$ cat src/rtl/lbm_pkg.sv
// Shared LBM lattice constants, population/cell record types and small arithmetic helpers
// used by the lattice writer/reader and the streaming stage.
package lbm_pkg;

  localparam int BRAM_DEPTH = 31570;
  localparam int LATTICE_W  = 205;
  localparam int LATTICE_H  = BRAM_DEPTH / LATTICE_W;
  localparam int BRAM_SIZE  = $clog2(BRAM_DEPTH);
  localparam int RD_LATENCY = 2;
  localparam int FIFO_DEPTH = 4;

  localparam int NUM_DIRS = 9;
  localparam int DIR_C  = 0;
  localparam int DIR_N  = 1;
  localparam int DIR_NE = 2;
  localparam int DIR_E  = 3;
  localparam int DIR_SE = 4;
  localparam int DIR_S  = 5;
  localparam int DIR_SW = 6;
  localparam int DIR_W  = 7;
  localparam int DIR_NW = 8;

  typedef logic [7:0] population_t;
  typedef population_t [NUM_DIRS-1:0] cell_pops_t;

  typedef struct packed {
    logic [7:0]         x;
    logic [7:0]         y;
    logic [11:0]        rho;
    logic signed [10:0] ux;
    logic signed [10:0] uy;
  } cell_stats_t;

  typedef enum logic [1:0] {
    ST_IDLE,
    ST_SCAN,
    ST_DRAIN
  } reader_state_t;

  // Zero-extended partial sum of three populations; 10 bits holds 3 * 255.
  function automatic logic [9:0] sum3(input population_t a, input population_t b,
                                      input population_t c);
    return 10'(a) + 10'(b) + 10'(c);
  endfunction

endpackage

$ cat src/rtl/lattice_reader_if.sv
// BRAM read port plus the per-cell valid/ready output stream of the lattice reader.
interface lattice_reader_if;
  import lbm_pkg::*;

  logic [BRAM_SIZE-1:0] addr_out;
  cell_pops_t           bram_data_in;
  logic                 cell_valid_out;
  logic                 cell_ready_in;
  logic [7:0]           cell_x_out;
  logic [7:0]           cell_y_out;
  logic [11:0]          cell_rho_out;
  logic signed [10:0]   cell_ux_out;
  logic signed [10:0]   cell_uy_out;

  modport master (
    output addr_out,
    input  bram_data_in,
    output cell_valid_out,
    input  cell_ready_in,
    output cell_x_out,
    output cell_y_out,
    output cell_rho_out,
    output cell_ux_out,
    output cell_uy_out
  );

  modport slave (
    input  addr_out,
    output bram_data_in,
    input  cell_valid_out,
    output cell_ready_in,
    input  cell_x_out,
    input  cell_y_out,
    input  cell_rho_out,
    input  cell_ux_out,
    input  cell_uy_out
  );

endinterface

$ cat src/rtl/lbm_fifo.sv
// Small first-word-fall-through FIFO of cell records; simultaneous write and read are both honoured,
// including a write while full when the head is popped in the same cycle.
module lbm_fifo
  import lbm_pkg::*;
#(
  parameter int DEPTH = 4
) (
  input  logic                       clk_in,
  input  logic                       rst_in,
  input  logic                       wr_en,
  input  cell_stats_t                wr_data,
  input  logic                       rd_en,
  output cell_stats_t                rd_data,
  output logic                       full,
  output logic                       empty,
  output logic [$clog2(DEPTH+1)-1:0] count
);

  localparam int PTR_W = (DEPTH > 1) ? $clog2(DEPTH) : 1;
  localparam int CNT_W = $clog2(DEPTH + 1);

  cell_stats_t      mem_reg [DEPTH];
  logic [PTR_W-1:0] wr_ptr_reg;
  logic [PTR_W-1:0] rd_ptr_reg;
  logic [CNT_W-1:0] count_reg;
  logic             do_wr;
  logic             do_rd;

  function automatic logic [PTR_W-1:0] ptr_inc(input logic [PTR_W-1:0] p);
    return (p == PTR_W'(DEPTH - 1)) ? '0 : p + PTR_W'(1);
  endfunction

  assign do_rd = rd_en && !empty;
  assign do_wr = wr_en && (!full || do_rd);

  // Storage is cleared on reset so the exposed head reads as zero while idle.
  always_ff @(posedge clk_in or negedge rst_in) begin
    if (!rst_in) begin
      for (int i = 0; i < DEPTH; i++) mem_reg[i] <= '0;
      wr_ptr_reg <= '0;
      rd_ptr_reg <= '0;
      count_reg  <= '0;
    end else begin
      if (do_wr) begin
        mem_reg[wr_ptr_reg] <= wr_data;
        wr_ptr_reg          <= ptr_inc(wr_ptr_reg);
      end
      if (do_rd) rd_ptr_reg <= ptr_inc(rd_ptr_reg);
      if (do_wr && !do_rd) count_reg <= count_reg + CNT_W'(1);
      else if (!do_wr && do_rd) count_reg <= count_reg - CNT_W'(1);
    end
  end

  assign rd_data = mem_reg[rd_ptr_reg];
  assign count   = count_reg;
  assign empty   = (count_reg == '0);
  assign full    = (count_reg == CNT_W'(DEPTH));

endmodule

$ cat src/rtl/lattice_reader.sv
// Sweeps the lattice BRAM in address order and streams per-cell density, momentum and coordinates
// through a credit-limited FIFO so the consumer may stall without losing cells.
module lattice_reader
  import lbm_pkg::*;
(
  input  logic             clk_in,
  input  logic             rst_in,
  input  logic             start_in,
  output logic             busy_out,
  output logic             done_out,
  lattice_reader_if.master bus
);

  localparam logic [BRAM_SIZE-1:0] LAST_ADDR = BRAM_SIZE'(BRAM_DEPTH - 1);
  localparam int CNT_W = $clog2(FIFO_DEPTH + 1);
  localparam int INF_W = $clog2(RD_LATENCY + 1);
  localparam int OCC_W = $clog2(FIFO_DEPTH + RD_LATENCY + 1);

  reader_state_t         state_reg;
  reader_state_t         state_next;
  logic [BRAM_SIZE-1:0]  addr_reg;
  logic [BRAM_SIZE-1:0]  addr_next;
  logic [RD_LATENCY-1:0] ret_pipe_reg;
  logic [7:0]            x_reg;
  logic [7:0]            y_reg;
  logic                  done_reg;

  logic [INF_W-1:0]      inflight;
  logic [OCC_W-1:0]      occupancy;
  logic [CNT_W-1:0]      fifo_count;
  logic                  fifo_full;
  logic                  fifo_empty;
  logic                  issue;
  logic                  data_ret;
  logic                  pop;
  logic                  last_pop;
  logic                  scan_start;
  logic [9:0]            east_sum;
  logic [9:0]            west_sum;
  logic [9:0]            north_sum;
  logic [9:0]            south_sum;
  cell_stats_t           wr_cell;
  cell_stats_t           rd_cell;

  always_comb begin
    inflight = '0;
    for (int i = 0; i < RD_LATENCY; i++) inflight = inflight + INF_W'(ret_pipe_reg[i]);
  end

  // Reads in flight already own a FIFO slot, so the FIFO can never overflow.
  assign occupancy  = OCC_W'(inflight) + OCC_W'(fifo_count);
  assign issue      = (state_reg == ST_SCAN) && (occupancy < OCC_W'(FIFO_DEPTH)) && !fifo_full;
  assign data_ret   = ret_pipe_reg[RD_LATENCY-1];
  assign pop        = bus.cell_valid_out && bus.cell_ready_in;
  assign last_pop   = (state_reg == ST_DRAIN) && pop && (inflight == '0) &&
                      (fifo_count == CNT_W'(1));
  assign scan_start = (state_reg == ST_IDLE) && start_in;

  always_comb begin
    state_next = state_reg;
    addr_next  = addr_reg;
    unique case (state_reg)
      ST_IDLE: begin
        if (start_in) state_next = ST_SCAN;
      end
      ST_SCAN: begin
        if (issue) begin
          if (addr_reg == LAST_ADDR) state_next = ST_DRAIN;
          else addr_next = addr_reg + BRAM_SIZE'(1);
        end
      end
      ST_DRAIN: begin
        if (last_pop) begin
          state_next = ST_IDLE;
          addr_next  = '0;
        end
      end
      default: begin
        state_next = ST_IDLE;
        addr_next  = '0;
      end
    endcase
  end

  always_ff @(posedge clk_in or negedge rst_in) begin
    if (!rst_in) begin
      state_reg    <= ST_IDLE;
      addr_reg     <= '0;
      ret_pipe_reg <= '0;
      x_reg        <= '0;
      y_reg        <= '0;
      done_reg     <= 1'b0;
    end else begin
      state_reg       <= state_next;
      addr_reg        <= addr_next;
      done_reg        <= last_pop;
      ret_pipe_reg[0] <= issue;
      for (int i = 1; i < RD_LATENCY; i++) ret_pipe_reg[i] <= ret_pipe_reg[i-1];
      if (scan_start) begin
        x_reg <= '0;
        y_reg <= '0;
      end else if (data_ret) begin
        if (x_reg == 8'(LATTICE_W - 1)) begin
          x_reg <= '0;
          y_reg <= y_reg + 8'd1;
        end else begin
          x_reg <= x_reg + 8'd1;
        end
      end
    end
  end

  assign east_sum  = sum3(bus.bram_data_in[DIR_NE], bus.bram_data_in[DIR_E], bus.bram_data_in[DIR_SE]);
  assign west_sum  = sum3(bus.bram_data_in[DIR_SW], bus.bram_data_in[DIR_W], bus.bram_data_in[DIR_NW]);
  assign north_sum = sum3(bus.bram_data_in[DIR_NW], bus.bram_data_in[DIR_N], bus.bram_data_in[DIR_NE]);
  assign south_sum = sum3(bus.bram_data_in[DIR_SE], bus.bram_data_in[DIR_S], bus.bram_data_in[DIR_SW]);

  always_comb begin
    wr_cell     = '0;
    wr_cell.x   = x_reg;
    wr_cell.y   = y_reg;
    for (int d = 0; d < NUM_DIRS; d++) wr_cell.rho = wr_cell.rho + 12'(bus.bram_data_in[d]);
    wr_cell.ux  = 11'(east_sum) - 11'(west_sum);
    wr_cell.uy  = 11'(north_sum) - 11'(south_sum);
  end

  lbm_fifo #(
    .DEPTH(FIFO_DEPTH)
  ) u_fifo (
    .clk_in (clk_in),
    .rst_in (rst_in),
    .wr_en  (data_ret),
    .wr_data(wr_cell),
    .rd_en  (pop),
    .rd_data(rd_cell),
    .full   (fifo_full),
    .empty  (fifo_empty),
    .count  (fifo_count)
  );

  assign bus.addr_out       = addr_reg;
  assign bus.cell_valid_out = !fifo_empty;
  assign bus.cell_x_out     = rd_cell.x;
  assign bus.cell_y_out     = rd_cell.y;
  assign bus.cell_rho_out   = rd_cell.rho;
  assign bus.cell_ux_out    = rd_cell.ux;
  assign bus.cell_uy_out    = rd_cell.uy;
  assign busy_out           = (state_reg != ST_IDLE);
  assign done_out           = done_reg;

endmodule

$ cat src/flat_wrapper.sv
// flat-port wrapper written by rule: the top's interface ports become plain ports
module lattice_reader_flat import lbm_pkg::*;
  (clk_in, rst_in, start_in, busy_out, done_out, bus_addr_out, bus_bram_data_in, bus_cell_valid_out, bus_cell_ready_in, bus_cell_x_out, bus_cell_y_out, bus_cell_rho_out, bus_cell_ux_out, bus_cell_uy_out);
  lattice_reader_if bus_i ();
  input  logic clk_in;
  input  logic rst_in;
  input  logic start_in;
  output logic busy_out;
  output logic done_out;
  output wire logic [$bits(bus_i.addr_out)-1:0] bus_addr_out;
  input wire logic [$bits(bus_i.bram_data_in)-1:0] bus_bram_data_in;
  output wire logic [$bits(bus_i.cell_valid_out)-1:0] bus_cell_valid_out;
  input wire logic [$bits(bus_i.cell_ready_in)-1:0] bus_cell_ready_in;
  output wire logic [$bits(bus_i.cell_x_out)-1:0] bus_cell_x_out;
  output wire logic [$bits(bus_i.cell_y_out)-1:0] bus_cell_y_out;
  output wire logic [$bits(bus_i.cell_rho_out)-1:0] bus_cell_rho_out;
  output wire logic [$bits(bus_i.cell_ux_out)-1:0] bus_cell_ux_out;
  output wire logic [$bits(bus_i.cell_uy_out)-1:0] bus_cell_uy_out;
  assign bus_addr_out = bus_i.addr_out;
  assign bus_i.bram_data_in = bus_bram_data_in;
  assign bus_cell_valid_out = bus_i.cell_valid_out;
  assign bus_i.cell_ready_in = bus_cell_ready_in;
  assign bus_cell_x_out = bus_i.cell_x_out;
  assign bus_cell_y_out = bus_i.cell_y_out;
  assign bus_cell_rho_out = bus_i.cell_rho_out;
  assign bus_cell_ux_out = bus_i.cell_ux_out;
  assign bus_cell_uy_out = bus_i.cell_uy_out;
  lattice_reader u_core (.clk_in(clk_in), .rst_in(rst_in), .start_in(start_in), .busy_out(busy_out), .done_out(done_out), .bus(bus_i));
endmodule
$ cat config.mk
export PLATFORM = sky130hd
export DESIGN_NAME = lattice_reader_flat
export DESIGN_NICKNAME = d
export VERILOG_FILES = /design/src/rtl/lbm_pkg.sv /design/src/rtl/lattice_reader_if.sv /design/src/rtl/lbm_fifo.sv /design/src/rtl/lattice_reader.sv /design/src/flat_wrapper.sv
export SDC_FILE = /design/constraint.sdc
export NUM_CORES = 1
export LEC_CHECK = 0
export BUFFER_PORTS_ARGS = -buffer_cell sky130_fd_sc_hd__buf_2
export CORE_MARGIN = 2
export CORE_UTILIZATION = 34
export DETAILED_ROUTE_END_ITERATION = 10
export PLACE_DENSITY_LB_ADDON = 0.25
export SYNTH_ARGS = -nofsm -noshare
export SYNTH_HDL_FRONTEND = slang
export SYNTH_SLANG_ARGS = --single-unit
$ cat constraint.sdc
create_clock -name clk_in -period 3.4 [get_ports clk_in]
set_input_delay 0.17 -clock clk_in [delete_from_list [all_inputs] [get_ports clk_in]]
set_output_delay 0.17 -clock clk_in [all_outputs]
set_load 0.02 [all_outputs]
## Yosys cells after proc, flatten, opt, wreduce, memory -nomap -nowiden

Index checks and enable logic that the tools add are counted.

| word-level totals | value |
|---|---|
| register bits after elaboration | 243 |
| bits in latches | 0 |
| bits in writable memories | 0 |
| ROM bits | 0 |
| output and inout bits | 68 |
| logic and storage cells | 128 |
| memories kept | 0 |

| cells by class | value |
|---|---|
| add/subtract/negate cells | 27 |
| multiply operators | 0 |
| divide/modulo/power cells | 0 |
| $lt $le $gt $ge | 4 |
| equal/unequal tests | 13 |
| shifts and indexed selects | 0 |
| muxes and demuxes | 25 |
| bitwise operators | 3 |
| reductions and logical operators | 27 |

Operators with widths:

| cell | count |
|---|---|
| $bwmux W200 | 1 |
| $mux W50 | 3 |
| $bmux W50 S2 | 1 |
| $demux W50 S2 | 1 |
| $add A12 B8 Y12 | 7 |
| $mux W8 | 6 |
| $add A8 B8 Y9 | 5 |
| $mux W15 | 3 |
| $pmux W15 S3 | 1 |
| $add A10 B8 Y10 | 4 |
| $sub A10 B10 Y11 | 2 |
| $add A8 B1 Y8 const B | 2 |
| $add A15 B1 Y15 const B | 1 |
| $eq A15 B15 Y1 const B | 1 |
| $logic_and A1 B1 Y1 | 12 |
| $mux W2 | 6 |
| $eq A8 B8 Y1 const B | 1 |
| $reduce_and A4 Y1 | 2 |
| $reduce_bool A2 Y1 | 4 |
| $eq A2 B2 Y1 const B | 3 |
| $ge A3 B3 Y1 const B | 2 |
| $mux W3 | 2 |
| $ne A2 B2 Y1 const B | 3 |
| $not A2 Y3 | 2 |
| other kinds (18) | 24 |

## Depth between registers and ports, before layout

Gate-level depths: netlist of run 1.

| depth | value |
|---|---|
| depth in word-level cells | 10 |
| depth in mapped cells | 21 |
| gate-level depth less buffers | 21 |

## Cells and area by module

From an unflattened synthesis of run 1, not the netlist that was laid out.

| unflattened totals | value |
|---|---|
| cells, all modules | 1,147 |
| area total of the unflattened synthesis | 15,154.5 um2 |

Modules (own cells, without submodules):

| module | instances | cells each | area an instance (um2) |
|---|---|---|---|
| lbm_fifo | 1 | 523 | 9,117.5 |
| lattice_reader | 1 | 624 | 6,037.0 |

## Worst setup path after synthesis of run 1

No wires, ideal clock.

| timing | value |
|---|---|
| path type | input to register |
| from | in bus_bram_data_in[0] |
| to | reg u_core.u_fifo.mem_reg[132] (netlist bit) |
| library setup time | 0.069 ns |
| arrival | 4.988 ns |
| path slack | -1.657 ns |
| stages | 19 |
| buffers on the path | 0 |
| cells stage by stage | ha_1 > inv_1 > fa_1 > nor2b_1 > o21ai_0 > a21boi_0 > nor2_1 > fa_1 > inv_1 > fa_1 > fa_1 > fa_1 > inv_1 > ha_1 > nor2b_4 > o31a_1 > o31a_1 > or4_1 > nand3_1 |

| on the way | value |
|---|---|
| cells in the longest elaborated chain, start to end | 9 |

RTL lines:

| element | line | text |
|---|---|---|
| start: declaration | flat_wrapper.sv:11 | `input wire logic [$bits(bus_i.bram_data_in)-1:0] bus_bram_data_in;` |
| $add A8 B8 Y9 | lattice_reader.sv:122 | `for (int d = 0; d < NUM_DIRS; d++) wr_cell.rho = wr_cell.rho + 12'(bus.bram_data_in[d]);` |
| $add A12 B8 Y12 (7 in a row) | lattice_reader.sv:122 |  |
| $bwmux W200 | lbm_fifo.sv:45 | `mem_reg[wr_ptr_reg] <= wr_data;` |
| end signal: indexed assignment | lbm_fifo.sv:45 |  |
| end: declaration | lbm_fifo.sv:22 | `cell_stats_t mem_reg [DEPTH];` |

No other way between the ends.
A chain may end at the register's enable or synchronous reset.

## Worst setup path in the final report of run 1

| timing | value |
|---|---|
| from | in bus_bram_data_in[8] |
| to | reg u_core.u_fifo.mem_reg[32] (netlist bit) |

Same word-level chain as after synthesis.

==> results of run 1 <==
layer usage:
layer | global-route usage | share of wire | routed length (µm) | vias up
met5 | 0 | 0 | 0 | -
met4 | 0.0404 | 0.018 | 882 | 0
met3 | 0.0247 | 0.038 | 1880 | 55
met2 | 0.336 | 0.49 | 23900 | 229
met1 | 0.265 | 0.46 | 22400 | 6871
li1 | - | - | - | 6766
timing repair:
| action | 4_1_cts | 5_1_grt |
|---|---|---|
| hold endpoints to repair | 77 | 0 |
| cloned | 1 | 0 |
| setup endpoints to repair | 68 | 70 |
| hold buffers | 3 | 0 |
| setup buffers | 37 | 8 |
| pin swaps | 99 | 79 |
| resized for setup | 108 | 91 |
area by class of cell:
cell class	instances	area, µm²	area share
clock inverter	9	73.8	0.00338
clock buffer	41	820	0.0376
multi-input combinational	1288	10600	0.488
sequential	243	6090	0.279
timing repair buffer	428	3010	0.138
inverter	111	417	0.0191
tap	615	769	0.0353
placed cells by master (no fill, tap or decap), types with 14 or more instances in the layout:
cell type	Yosys	layout
nand2_1	378	375
buf_4	2	264
dfrtp_1	243	241
buf_2	20	138
ha_1	123	105
inv_1	111	101
nor2_1	91	81
o21ai_0	109	76
mux4_2	50	50
fa_1	58	49
xnor2_1	40	36
xor2_1	34	33
nand3_1	38	33
clkbuf_16	0	28
o31ai_1	38	27
o21ai_1	2	22
nor3_1	25	21
a21o_1	19	19
a21oi_1	35	19
o21a_1	21	18
nand2b_1	18	17
buf_6	0	16
nor2b_1	15	14
ha_4	0	14
worst max-delay path by stage:
stage	startpoint	to	slack, ns	cells after the start
2_1_floorplan	bus_bram_data_in[0]	u_core.u_fifo.mem_reg[32]	-1.33	19
6_report	bus_bram_data_in[8]	u_core.u_fifo.mem_reg[32]	-0.97	21
3_5_place_dp	bus_bram_data_in[8]	u_core.u_fifo.mem_reg[32]	-1.75	21
5_1_grt	bus_bram_data_in[8]	u_core.u_fifo.mem_reg[32]	-1.12	21
3_3_place_gp	bus_bram_data_in[8]	u_core.u_fifo.mem_reg[32]	-1.70	21
4_1_cts	bus_bram_data_in[8]	u_core.u_fifo.mem_reg[82]	-0.98	21
cells in the mapped netlist, drive strengths merged, types with 6 or more instances:
cell,number
xor2,34
o22ai,6
nor2,91
nor2b,16
nand2b,18
inv,111
or3,8
clkbuf,33
ha,123
a21oi,35
nor3b,8
nand3,38
o21a,21
nor3,25
buf,44
mux4,50
nand4,13
dfrtp,243
o311ai,6
o41ai,13
a31oi,10
fa,58
mux2,18
o31ai,38
xnor2,40
o211a,11
o21ai,111
a21o,19
a211oi,23
nand2,378
or4,8
a211o,13
and3,10
report_power, final:
part / total [mW] / switching (mW) / internal, mW / leakage (nW)
Combinational: 15.9 / 8.68 / 7.27 / 7.03
Sequential: 5.10 / 0.993 / 4.10 / 3.04
Clock: 2.90 / 1.23 / 1.67 / 0.445
metrics by stage:
step / utilization / setup slack, ns
finish: 0.456 / -0.966
global route: 0.456 / -1.12
CTS: 0.447 / -0.982
detailed placement: 0.413 / -1.75
global placement: 0.413 / -1.70
floorplan: - / -1.33
cells by family (layout without fill, tap and decap cells):
kind of cell               after synthesis  in the layout  share of synthesized area
buffers and inverters                  188            589                     0.0447
DFF                                    243            243                      0.368
muxes                                   73             73                     0.0834
xor gates and xnor gates                74             74                     0.0392
adders and majority gates              181            181                      0.163
AOI/OAI and AO/OA                      332            333                      0.136
and+or+nand+nor                        627            627                      0.166
==> impl_metrics.tcl, run 1 <==
set metrics [dict create \
    cts_root_buffer "clkbuf_16" \
    numCtsBuffers 28 \
    worstPathRequired_ns 3.90 \
    crit_family "adder cells" \
    synth_ff_type "dfrtp_1" \
    syn_inst 1718 \
    path_clk_slew_ns 0.06 \
    yosys_warnings 0 \
    finalSetupViolCount 38 \
    cp_max_fo 5 \
    crit_buf_inv 4 \
    hold_viol 0 \
    syn-num-nets 1975 \
    avgSynthCellArea_um2 9.62 \
    fin_hold_ws_ns 0.185 \
    r2r_end "u_core.bus.addr_out[7]" \
    power_mw 23.9 \
    status "finished with violations" \
    critPathMaxStageDelay_ns 0.53 \
    hpwl_um 35500 \
    cts_max_level 1 \
    core-area_mm2 0.0478 \
    final_design_area_no_fill_mm2 0.0218 \
    period_needed_ns 4.37 \
    cts_tree "done" \
    firstDrtPassIters 5 \
    gp_congestion 0.847 \
    grt_setup_unrepaired "yes" \
    p_leak_nw 10.5 \
    synth.area.top_cells "dfrtp_1 37%, ha_1 9.3%, nand2_1 8.6%, fa_1 7.0%, mux4_2 6.8%" \
    fmax_mhz 229 \
    vias_per_cell 5.09 \
    grt_pass1_wl_um 78100 \
    vdd_drop_max_mv 0.613 \
    finalWirelength_um 49100 \
    n_antenna_cell 0 \
    cp_slowest_cell "fa_1" \
    track_usage 0.196 \
    finalNetCount 2357 \
    clock-skew-final_ns 0.0179 \
    largest_reg_flops 200 \
    r2r_cells 7 \
    synth-edff-count 0 \
    maxSlewHeadroom 0.295 \
    critPathCaptureType "flip-flop" \
    clk-insertion-delay-late_ns 0.57 \
    finalSetupTns_ns -21.97 \
    ys_ff_latch 243 \
    synth_top_area_share 0.368 \
    drv_cap 0 \
    critPathKind "input port to flip-flop" \
    antenna_found_initial 0 \
    drtIter0Drc 832 \
    wire_per_inst_um 17.9 \
    syn_area_mm2 0.0165 \
    rrSetupSlack_ns 0.61 \
    boundaryPins 144 \
    min_period_over_period 1.28 \
    row_count 80 \
    crit_path_start_kind "input port" \
    ys_types 61 \
    clock-sinks 243 \
    synth_top_cell_by_area "dfrtp_1" \
    layoutNonFillerInstCount 2735 \
    cts_buffer_depth 3 \
    io_buffers 143 \
    ant_nets 0 \
    r2r_start "u_core.ret_pipe_reg[1]" \
    dieWidth_um 225 \
    drv_slew 0 \
    start_util 0.346 \
    layout-drive-gt1-share 0.325 \
    hold_path.class "input port to async pin" \
    vias 13900 \
    cp_common_cell "fa_1" \
    path_cells "buf_8, ha_4, inv_2, fa_2, nor2b_2, o21ai_2, a21boi_2, o31ai_2, a21boi_2, fa_1, inv_1, fa_1, fa_1, fa_1, inv_2, ha_4, o21a_1, o31a_1, o31a_1, or4_1, nand3_1" \
    n_fill_cell 4595 \
    grt_max_degree 88 \
    grt_pass1_vias 14400 \
    worstMarginPinSlew_ns 1.06 \
    dieArea_mm2 0.0504 \
    synthToLayoutAreaGrowth_pct 31.9 \
    drc 0 \
    yosysSeqAreaShare 0.368 \
    pwr_density_cell_mw_per_mm2 1100 \
    placed_area_mm2 0.0198 \
    violations "setup timing" \
    place_inst 2643 \
    synthArstFlopShare 1.00 \
    worst_slack_ns -0.966 \
    overflow 0 \
    arrival_ns 4.86 \
    die_h_um 225 \
]
No activity file was read; power rests on OpenSTA's default activity.
==> run 2, diff against run 1 <==
Settings changed: CORE_MARGIN 2 to 8.
==> impl_metrics.tcl, run 2 (same netlist as run 1, synthesis figures left out) <==
set metrics [dict create \
    status "finished with violations" \
    violations "setup timing" \
    grt_pass1_wl_um 78800 \
    numCtsBuffers 28 \
    fin_hold_ws_ns 0.192 \
    grt_pass1_vias 14400 \
    cts_root_buffer "clkbuf_16" \
    pwr_density_cell_mw_per_mm2 1100 \
    gp_congestion 0.860 \
    hold_viol 0 \
    n_antenna_cell 0 \
    core-area_mm2 0.0484 \
    crit_path_start_kind "input port" \
    fmax_mhz 228 \
    hpwl_um 36100 \
    drv_cap 0 \
    maxSlewHeadroom 0.325 \
    drc 0 \
    critPathKind "input port to flip-flop" \
    io_buffers 143 \
    vias_per_cell 5.11 \
    vdd_drop_max_mv 0.776 \
    layout_common_cells "375 x nand2_1, 250 x buf_4, 241 x dfrtp_1" \
    cts_tree "done" \
    wire_per_inst_um 18.1 \
    ant_nets 0 \
    period_needed_ns 4.39 \
    largest_reg_flops 200 \
    dieWidth_um 237 \
    track_usage 0.174 \
    grt_setup_unrepaired "yes" \
    finalNetCount 2350 \
    final_design_area_no_fill_mm2 0.0218 \
    cp_max_fo 4 \
    power_mw 23.9 \
    antenna_found_initial 0 \
    dpl_worst_slack_ns -1.74 \
    finalSetupViolCount 37 \
    overflow 0 \
    place_inst 2639 \
    clock-skew-final_ns 0.0361 \
    clk-insertion-delay-late_ns 0.58 \
    drv_slew 0 \
    boundaryPins 144 \
    path_clk_slew_ns 0.06 \
    layout-drive-gt1-share 0.320 \
    placed_area_mm2 0.0197 \
    vias 14000 \
    start_util 0.341 \
    firstDrtPassIters 5 \
    drtIter0Drc 866 \
    clock-sinks 243 \
    dieArea_mm2 0.0559 \
    die_h_um 237 \
    finalWirelength_um 49400 \
    arrival_ns 4.85 \
    worst_slack_ns -0.987 \
    row_count 81 \
    finalSetupTns_ns -23.32 \
    layoutNonFillerInstCount 2733 \
    layout.area.seq_mm2 0.00609 \
    n_fill_cell 4643 \
    critPathCaptureType "flip-flop" \
    multi_input_area_mm2 0.0106 \
    worstPathRequired_ns 3.86 \
    fin_util 0.450 \
    worstMarginPinSlew_ns 1.01 \
    p_leak_nw 10.5 \
    cts_max_level 1 \
    min_period_over_period 1.29 \
    grt_max_degree 99 \
    hold_path.class "input port to async pin" \
    synthToLayoutAreaGrowth_pct 31.8 \
    layout_commonest_cell "nand2_1" \
    cts_buffer_depth 3 \
]
-- run 2: cell types whose count changed in the layout (fill, tap and decap cells not counted), moves of 3 or more --
cell      delta
nor2_1       -3
buf_4       -14
o31ai_1      +4
a21oi_1      +3
clkbuf_8     -3
nor2_2       +3
o31ai_4      -3
nor3_1       +3
buf_12       +3
nor3_2       -3
buf_6        +6
o21ai_0      +4
-- run 2: worst max-delay path: stages --
cell and delay [ns]:
buf_6 0.07, ha_4 0.15, inv_2 0.04, fa_2 0.37
nor2b_2 0.15, o21ai_2 0.08, a21boi_2 0.20, o31ai_2 0.10
a21boi_2 0.17, fa_1 0.48, inv_1 0.05, fa_1 0.49
fa_1 0.44, fa_1 0.51, inv_2 0.05, ha_4 0.21
o21a_1 0.10, o31a_1 0.11, buf_4 0.15, o21ai_0 0.37
a21oi_4 0.13, mux2_4 0.28
-- run 2: path summary, 6_finish.rpt --
check	from	end	slack (ns)	depth (start not counted)
max in group asynchronous	rst_in	u_core.u_fifo.mem_reg[178]	2.20	3
setup reg to reg	u_core.ret_pipe_reg[1]	u_core.bus.addr_out[7]	0.46	7
setup / recovery	bus_bram_data_in[0]	u_core.u_fifo.mem_reg[130]	-0.99	22
hold / removal	rst_in	u_core.u_fifo.mem_reg[146]	0.19	2
hold reg to reg	u_core.ret_pipe_reg[0]	u_core.ret_pipe_reg[1]	0.41	0
min in group clk_in	u_core.ret_pipe_reg[0]	u_core.ret_pipe_reg[1]	0.41	0
-- run 2: layout make-up --
| class | instances | share of cell area |
|---|---|---|
| multi-input cells | 1287 | 0.485 |
| clock inverters | 10 | 0.00597 |
| repair buffers | 422 | 0.139 |
| inverters | 111 | 0.0194 |
| flip-flops and latches | 243 | 0.280 |
| well taps | 622 | 0.0357 |
| clock buffers | 38 | 0.0357 |
-- run 2: power breakdown --
group          internal, mW  switching (mW)  total, mW  leakage [nW]
Sequential             4.11           0.966       5.07          3.04
Clock                  1.75            1.22       2.97         0.440
Combinational          7.29            8.54       15.8          7.04
Total                  13.1            10.7       23.9          10.5
-- run 2: what timing repair did --
| action | 4_1_cts | 5_1_grt |
|---|---|---|
| hold buffers | 3 | 0 |
| cloned | 0 | 0 |
| endpoints found under the setup margin | 65 | 72 |
| pin swaps | 68 | 77 |
| endpoints found under the hold margin | 99 | 0 |
| setup buffers | 21 | 25 |
| resized for setup | 87 | 102 |
-- run 2: metal layers --
| layer | part of all wire | vias up | GRT usage | wire length, µm |
|---|---|---|---|---|
| met4 | 0.026 | 0 | 0.0519 | 1290 |
| met1 | 0.46 | 6900 | 0.235 | 22600 |
| met2 | 0.47 | 256 | 0.287 | 23400 |
| met3 | 0.042 | 59 | 0.0244 | 2060 |
| li1 | - | 6738 | - | - |
| met5 | 0 | - | 0 | 0 |
==> run 3, diff against run 2 <==
Settings changed: ABC_AREA set to 1.
==> impl_metrics.tcl, run 3 <==
set metrics [dict create \
    worstMarginPinSlew_ns 1.02 \
    grt_max_degree 111 \
    clockPowerShare 0.156 \
    cp_max_fo 4 \
    grt-busiest-layer "met2" \
    cts_max_level 1 \
    hold_path.class "input port to flip-flop" \
    layout-drive-gt1-share 0.189 \
    dieWidth_um 240 \
    vias_per_cell 4.86 \
    n_fill_cell 5060 \
    die_h_um 240 \
    fmax_mhz 258 \
    crit_buf_inv 7 \
    yosys_warnings 0 \
    met2_usage 0.303 \
    cts_tree "done" \
    synth_ff_type "dfrtp_1" \
    maxSlewHeadroom 0.319 \
    synth-compound-area-share 0.120 \
    hpwl_um 37400 \
    synthArstFlopShare 1.00 \
    synth_xor_area_frac 0.0382 \
    crit_path_start_kind "input port" \
    drc 0 \
    yosysSeqAreaShare 0.358 \
    layout_commonest_cell "nand2_1" \
    finalNetCount 2764 \
    use_met1 0.241 \
    antenna_found_initial 0 \
    grt_pass1_vias 15500 \
    power_mw 21.3 \
    arrival_ns 4.31 \
    largest_reg_flops 200 \
    cts_buffer_depth 3 \
    netlist_top_cells_count "666 x nand2_1, 243 x dfrtp_1, 221 x inv_1" \
    p_int_mw 11.3 \
    finalSetupViolCount 36 \
    dieArea_mm2 0.0574 \
    overflow 0 \
    boundaryPins 144 \
    critPathKind "input port to flip-flop" \
    synthToLayoutAreaGrowth_pct 24.3 \
    critPathCaptureType "flip-flop" \
    critPathMaxStageDelay_ns 0.51 \
    track_usage 0.178 \
    yosysMostFrequentCell "nand2_1" \
    cp_common_cell "fa_1" \
    cp_slowest_cell "fa_1" \
    path_clk_slew_ns 0.06 \
    period_needed_ns 3.88 \
    numCtsBuffers 28 \
    hold_viol 0 \
    synth-adder-area-share 0.159 \
    clock-sinks 243 \
    ys_ff_latch 243 \
    grt_pass1_wl_um 82900 \
    gp_congestion 0.871 \
    violations "setup timing" \
    status "finished with violations" \
    placed_area_mm2 0.0198 \
    wire_per_inst_um 16.1 \
    path_cells "buf_8, ha_4, inv_2, fa_2, inv_2, nand4_1, o211ai_1, xnor2_1, inv_1, fa_1, inv_1, fa_1, fa_1, fa_1, inv_2, ha_4, a21oi_4, buf_4, o21ai_1, nand2_1, nand3_4, nand2_1, nand2_1" \
    synthSimpleGateAreaFrac 0.252 \
    drtIter0Drc 1035 \
    start_util 0.341 \
    layoutNonFillerInstCount 3201 \
    syn-num-nets 2482 \
    ant_nets 0 \
    use_met3 0.0243 \
    drv_cap 0 \
    synth_top_family_by_area "simple AND/OR/NAND/NOR gates" \
    power.switching_mw 10.0 \
    place_inst 3142 \
    min_period_over_period 1.14 \
    combPwrFrac 0.631 \
    syn_area_mm2 0.0170 \
    muxShareOfSynthArea 0 \
    n_antenna_cell 0 \
    clock-skew-final_ns 0.0253 \
    cts_root_buffer "clkbuf_16" \
    ys_types 36 \
    crit_family "adder cells" \
    p_leak_nw 11.0 \
    clk-insertion-delay-late_ns 0.56 \
    avgSynthCellArea_um2 7.63 \
    power_frac_seq 0.213 \
    vdd_drop_max_mv 0.771 \
    finalWirelength_um 51600 \
    final_design_area_no_fill_mm2 0.0211 \
    pwr_density_cell_mw_per_mm2 1010 \
    row_count 82 \
    syn_inst 2225 \
    drv_slew 0 \
    grt_setup_unrepaired "yes" \
    synth.area.top_cells "dfrtp_1 36%, nand2_1 15%, ha_1 9.1%, fa_1 6.8%, o21ai_0 6.4%" \
    vias 15600 \
    synth_top_cell_by_area "dfrtp_1" \
    firstDrtPassIters 7 \
    synth_top_area_share 0.358 \
    core-area_mm2 0.0498 \
    worstPathRequired_ns 3.83 \
    layout_common_cells "647 x nand2_1, 242 x dfrtp_1, 215 x inv_1" \
    fin_util 0.424 \
    io_buffers 143 \
    synth-edff-count 0 \
    dpl_worst_slack_ns -1.11 \
    worst_slack_ns -0.479 \
    p_sw_frac 0.471 \
]
run 3: changes by cell type after synthesis, sizes merged, moves of 23 or more:
cell and change:
o22ai +44, a21oi +30, clkbuf +27, o21ai +106
buf -24, nor2 +96, a211oi -23, mux4 -50
nand3 +101, o31ai -38, nand2 +299, inv +116
run 3: timing repair:
item	4_1_cts	5_1_grt
endpoints found under the hold margin	109	0
hold buffers	2	0
cloned	0	0
endpoints found under the setup margin	36	43
resized for setup	20	29
pin swaps	27	14
buffers inserted	3	3
run 3: area by class of cell:
class | count | area [µm²] | share of cell area
Clock inverter | 13 | 213 | 0.0101
Clock buffer | 39 | 822 | 0.0389
Inverter | 229 | 860 | 0.0407
Tap cell | 672 | 841 | 0.0398
Sequential cell | 243 | 6080 | 0.288
Multi-Input combinational cell | 1673 | 10100 | 0.477
Timing Repair Buffer | 332 | 2220 | 0.105
run 3: cell families (layout without fill, tap and decap cells):
kind of cell	after synthesis	in the layout
and+or+nand+nor	1047	1047
AOI/OAI and AO/OA	371	371
adders and majority gates	181	181
DFF	243	243
buffers and inverters	309	613
xor gates and xnor gates	74	74
run 3: worst paths after layout:
check,startpoint,to,slack (ns),cells after the start
worst max-delay path,bus_bram_data_in[8],u_core.u_fifo.mem_reg[133],-0.48,23
worst min-delay path,start_in,u_core.x_reg[1],0.26,4
worst max register to register,u_core.u_fifo.count[0],u_core.u_fifo.mem_reg[155],0.70,7
worst min register to register,u_core.ret_pipe_reg[0],u_core.ret_pipe_reg[1],0.42,0
max in group asynchronous,rst_in,u_core.u_fifo.mem_reg[115],2.22,3
min in group asynchronous,rst_in,u_core.u_fifo.mem_reg[93],0.28,2
run 3: per-stage QoR:
step	hold slack [ns]	TNS (ns)
3_3_place_gp	0.325	-44.69
5_1_grt	0.311	-20.33
2_1_floorplan	-0.126	-20.05
4_1_cts	0.249	-13.94
3_5_place_dp	0.332	-47.32
6_report	0.262	-14.49
run 3: power by group through the flow:
stage	clock network [mW]	registers, mW	logic, mW
after floorplan	0	4.31	8.35
after global placement	0	4.52	12.5
after detailed placement	0	4.56	12.7
after CTS	3.41	4.52	13.1
after global routing	3.54	4.66	15.0
final	3.32	4.54	13.4
run 3: layer usage:
metal	share of wire	wire (µm)
met1	0.46	23900
met5	0	0
met2	0.47	24500
met3	0.045	2300
met4	0.018	952
run 3: worst reg2reg max path, stage by stage, from the launching register on:
cell	delay [ns]
dfrtp_1	0.45
inv_1	0.09
ha_1	0.28
a31oi_4	0.46
nand2_4	0.35
inv_2	0.72
nand3_1	0.18
nand2_1	0.10
